## src/rtl/uart_tx_fifo.sv

```systemverilog
// uart_tx_fifo: byte FIFO between the UART receive path and the transmitter.
// It drains one byte at a time over a tx_sig/tx_done_sig handshake.
module uart_tx_fifo #(
  parameter int DEPTH  = 16,
  parameter int ADDR_W = 4
) (
  input  logic              clk,
  input  logic              rst_n,
  input  logic              wr_en,
  input  logic [7:0]        wr_data,
  input  logic              tx_done_sig,
  output logic              tx_sig,
  output logic [7:0]        tx_data,
  output logic              full,
  output logic              empty,
  output logic [ADDR_W:0]   count,
  output logic              overflow
);
  typedef enum logic [1:0] {IDLE, SEND, GAP} state_t;
  state_t            r_state;
  logic [7:0]        r_mem [DEPTH];
  logic [ADDR_W-1:0] r_wr_ptr, r_rd_ptr;
  logic [ADDR_W:0]   r_count;
  logic              r_ready, r_tx_sig, r_overflow;
  logic [7:0]        r_tx_data;
  logic              w_full, w_empty, w_pop, w_wr;
  assign w_full  = r_count == (ADDR_W+1)'(DEPTH);
  assign w_empty = r_count == '0;
  // r_ready lags empty by a cycle, so a fresh byte launches two edges after its write
  assign w_pop   = (r_state == IDLE) && r_ready && !w_empty;
  assign w_wr    = wr_en && (!w_full || w_pop);
  always_ff @(posedge clk)
    if (w_wr) r_mem[r_wr_ptr] <= wr_data;
  always_ff @(posedge clk or negedge rst_n) begin
    if (!rst_n) begin
      r_wr_ptr   <= '0;
      r_rd_ptr   <= '0;
      r_count    <= '0;
      r_ready    <= 1'b0;
      r_overflow <= 1'b0;
      r_tx_sig   <= 1'b0;
      r_tx_data  <= 8'h00;
      r_state    <= IDLE;
    end else begin
      r_ready <= !w_empty;
      r_count <= r_count + (ADDR_W+1)'(w_wr) - (ADDR_W+1)'(w_pop);
      if (w_wr) r_wr_ptr <= r_wr_ptr + ADDR_W'(1);
      if (wr_en && !w_wr) r_overflow <= 1'b1;
      case (r_state)
        IDLE: if (w_pop) begin
          r_tx_data <= r_mem[r_rd_ptr];
          r_tx_sig  <= 1'b1;
          r_rd_ptr  <= r_rd_ptr + ADDR_W'(1);
          r_state   <= SEND;
        end
        SEND: if (tx_done_sig) begin
          r_tx_sig <= 1'b0;
          r_state  <= GAP;
        end
        GAP:     r_state <= IDLE;
        default: r_state <= IDLE;
      endcase
    end
  end
  assign tx_sig   = r_tx_sig;
  assign tx_data  = r_tx_data;
  assign full     = w_full;
  assign empty    = w_empty;
  assign count    = r_count;
  assign overflow = r_overflow;
endmodule

```

## config.mk

```make
export PLATFORM = sky130hd
export DESIGN_NAME = uart_tx_fifo
export DESIGN_NICKNAME = d
export VERILOG_FILES = /design/src/rtl/uart_tx_fifo.sv
export SDC_FILE = /design/constraint.sdc
export NUM_CORES = 1
export LEC_CHECK = 0
export ABC_CLOCK_PERIOD_IN_PS = 6200
export BUFFER_PORTS_ARGS = -buffer_cell sky130_fd_sc_hd__buf_2
export CORE_MARGIN = 2
export CORE_UTILIZATION = 65
export DETAILED_ROUTE_END_ITERATION = 16
export PLACE_DENSITY = 0.81
export SLEW_MARGIN = 20
export SYNTH_ARGS = -nofsm -noshare
export SYNTH_HDL_FRONTEND = slang
export SYNTH_SLANG_ARGS = --single-unit
export TNS_END_PERCENT = 1
```

## constraint.sdc

```tcl
create_clock -name clk -period 6.2 [get_ports clk]
set_input_delay 1.24 -clock clk [delete_from_list [all_inputs] [get_ports clk]]
set_output_delay 1.24 -clock clk [all_outputs]
set_load 0.05 [all_outputs]
```

==> results by group <==
STA
  • Worst Tran Pin Value: 1.018 ns
  • Max frequency: 300.2 MHz
  • Slew headroom: 31.94%
  • Final hold slack: 0.4638 ns
  • Crit share post-route: 53.73%
  • Pins Over Slew Limit: 0
  • RSZ-0062 raised after global routing: false
  • Fin crit period: 3.331 ns
  • Final setup viols: 0
  • Fin Setup TNS: 0 ns
  • Final Hold Vio Count: 0
  • Max Clock Skew: 0.01081 ns

Logic synthesis
  • Sequential share of the synthesized area: 72.07%
  • Ys Warns: 0
  • Yosys top cell by area: edfxtp_1
  • Synth Flop Type: edfxtp_1
  • Synthesized net count: 349
  • Mapped Area: 6236 um2
  • #FFs+latches synth: 154
  • Area contributors post-synth: edfxtp_1, dfrtp_1, mux4_2
  • Distinct cells, synth: 41
  • FFs w/ async S/R, synth: 16.88%
  • Synth Instances: 326
  • Mapped Avg Cell Area: 19.13 um2
  • EDFF count, synth: 128
  • Share of Yosys cell area claimed by the top area cell type: 61.64%

Pwr
  • Switch share: 34.12%
  • Total Power: 0.003636 W
  • Combinational Power Share: 33.2%
  • Leak pwr: 2.562 nW
  • Power Density: 514.0 nW/um2
  • Int Pwr: 0.002395 W
  • Register share of total power: 38.8%
  • Maximum vdd drop: 0.2742 mV
  • Switching power: 0.001241 W
  • Clock share of power: 28.0%

Flow run
  • Max-Cap Viols: 0

Final layout
  • Commonest non-fill, non-tap cell in the layout: edfxtp_1
  • Layout cells sized above 1: 25.13%
  • Ant. Diodes: 0
  • Most frequent cells in the layout: edfxtp_1, buf_2, dfrtp_1, mux4_2, clkbuf_16
  • Nets: 384
  • Fin area: 7074 um2
  • Fin cells: 503
  • Area delta synth->final: 13.44%

Drt
  • Vias per inst: 6.197
  • Via count: 3,117
  • First-pass DRT Iterations: 5
  • DRC: 0
  • Wire length per cell: 23.19 um
  • Iteration-0 DRC Markers: 329
  • Total Wirelength: 11,670 um
  • Remaining antenna violation count: 0

GRT
  • Vias in the first global route: 3,075
  • Overall routing resource usage: 24.64%
  • First-pass GRT wire length: 17,930 um
  • Largest net degree at the start of global routing: 36
  • GRT Residual Overflow: 0
  • Initial antenna violation count: 0

Clock tree
  • Bufs on Longest Clock Path: 2
  • TritonCTS clock tree: built
  • Cts hold-fix bufs: 0
  • CTS Sinks: 154
  • H-tree Lvls: 4
  • CTS Buf Count: 17
  • # resized after CTS: 0
  • Post-CTS Setup Inserts: 0
  • Worst-Skew Late Latency: 0.52 ns
  • Clk pin slew, worst setup/hold paths: 0.06 ns
  • CTS Root Cell: clkbuf_8

Worst setup path
  • Crit path max-delay cell type: or3b_1
  • Worst Reg-to-Reg Cells: 12
  • Worst reg2reg startpoint: count[3]
  • Crit Path Category: reg2out
  • Setup slack, reg-to-reg: 2.93 ns
  • Startpoint types: flop
  • Max incr delay on CP: 0.42 ns
  • Critical Path AT: 2.09 ns
  • Worst setup EP type: output port
  • Buf+Inv Stages, Crit Path: 2
  • WP data required: 4.96 ns
  • Worst path top cell family by delay: simple AND/OR/NAND/NOR gates
  • R2r endpoint: count[4]
  • Worst path cell trace: inv_1 -> ha_1 -> or3b_1 -> nor2_1 -> buf_2
  • CP Max Fanout: 3

Floorplanning
  • Floorplan row count: 35
  • Area of the core: 9284 um2
  • I/O Pins: 29
  • Die W: 102.0 um
  • Full die area: 10,390 um2
  • Die height: 102.0 um
  • Initial Utilization: 67.17%

Min path
  • Hold EP: overflow
  • Worst Hold Class: reg2reg
  • Worst hold start: overflow
  • Hold Crit Depth: 1

Placed design
  • Detailed Place HPWL: 6785 um
  • Buffers on Ports: 28
  • Inst Count DP: 471
  • Routability cong.: 0.7726
  • Placed cell area: 6472 um2

Outcome
  • Status: finished, final reports clean
[stage by stage]
stage / worst slack [ns] / utilization (%)
floorplan: 3.002 / -
global placement: 3.075 / 69.72
detailed placement: 3.003 / 69.72
CTS: 2.888 / 76.05
global route: 2.671 / 76.20
finish: 2.869 / 76.20
[flip-flops by register name, summed over array words and instances (netlist names)]
signal,cells
tx_sig,1
r_state,2
r_mem,128
r_rd_ptr,4
r_wr_ptr,4
r_ready,1
count,5
overflow,1
tx_data,8
[power groups by stage]
stage | combinational, W | sequential [W] | clock [W]
floorplan | 0.000810 | 0.00154 | 0
global route | 0.00130 | 0.00142 | 0.00108
CTS | 0.00121 | 0.00141 | 0.00103
global placement | 0.00116 | 0.00141 | 0
finish | 0.00121 | 0.00141 | 0.00102
detailed placement | 0.00118 | 0.00142 | 0
[Yosys cell counts (2+ instances only)]
library cell / number
a211o_1: 8
a21oi_1: 10
a22o_1: 8
and2_1: 3
and3_1: 4
buf_1: 2
buf_2: 6
buf_4: 3
buf_6: 2
clkbuf_1: 4
dfrtp_1: 26
edfxtp_1: 128
ha_1: 10
inv_1: 11
mux2i_1: 8
mux4_1: 8
mux4_2: 24
nand2_1: 4
nand3_1: 6
nor2_1: 11
nor2b_1: 8
nor3_1: 3
nor4_1: 2
o21ai_0: 2
xnor2_1: 7
xor2_1: 3
[worst max path at each step]
stage | from | endpoint | slack (ns) | depth (start not counted)
after floorplan | count[3] | count[4] | 3.00 | 11
after global placement | count[3] | count[4] | 3.08 | 12
after detailed placement | count[3] | count[4] | 3.00 | 12
after CTS | count[3] | full | 2.89 | 5
after global routing | count[3] | count[4] | 2.67 | 12
final | count[3] | full | 2.87 | 5
[routing by layer]
layer	GRT usage, %	routed length (um)	vias up
met3	5.882	931	13
li1	-	-	1363
met2	36.13	5705	144
met4	9.846	194	0
met5	0	0	-
met1	36.70	4834	1597
[final cells by class]
cell class	instances	area [um2]
Clock buffer	18	417.9
Clock inverter	14	170.2
Fill cell	516	2210
Inverter	11	41.29
Multi-Input combinational cell	143	1603
Sequential cell	154	4496
Tap cell	129	161.4
Timing Repair Buffer	34	185.2
[logic make-up (layout without fill, tap and decap cells)]
kind of cell               Yosys count  in the layout  synth area share [%]
and+or+nand+nor                     48             48                 4.214
buffers and inverters               29             77                 2.548
AOI/OAI and AO/OA                   32             32                 3.752
DFF                                154            154                 72.07
muxes                               42             42                 13.68
adders and majority gates           11             11                 2.327
xor gates and xnor gates            10             10                 1.405
[worst reg2reg max path, stage by stage (launching register included)]
cell	delay, ns
dfrtp_1	0.40
inv_1	0.09
ha_1	0.15
or4b_1	0.51
nand2_1	0.61
or2_2	0.28
o21ai_1	0.09
ha_1	0.22
fa_1	0.41
a21oi_1	0.14
nor2_1	0.06
nor2_1	0.12
xnor2_1	0.13
Note: power is estimated with default switching activity, not from simulation.
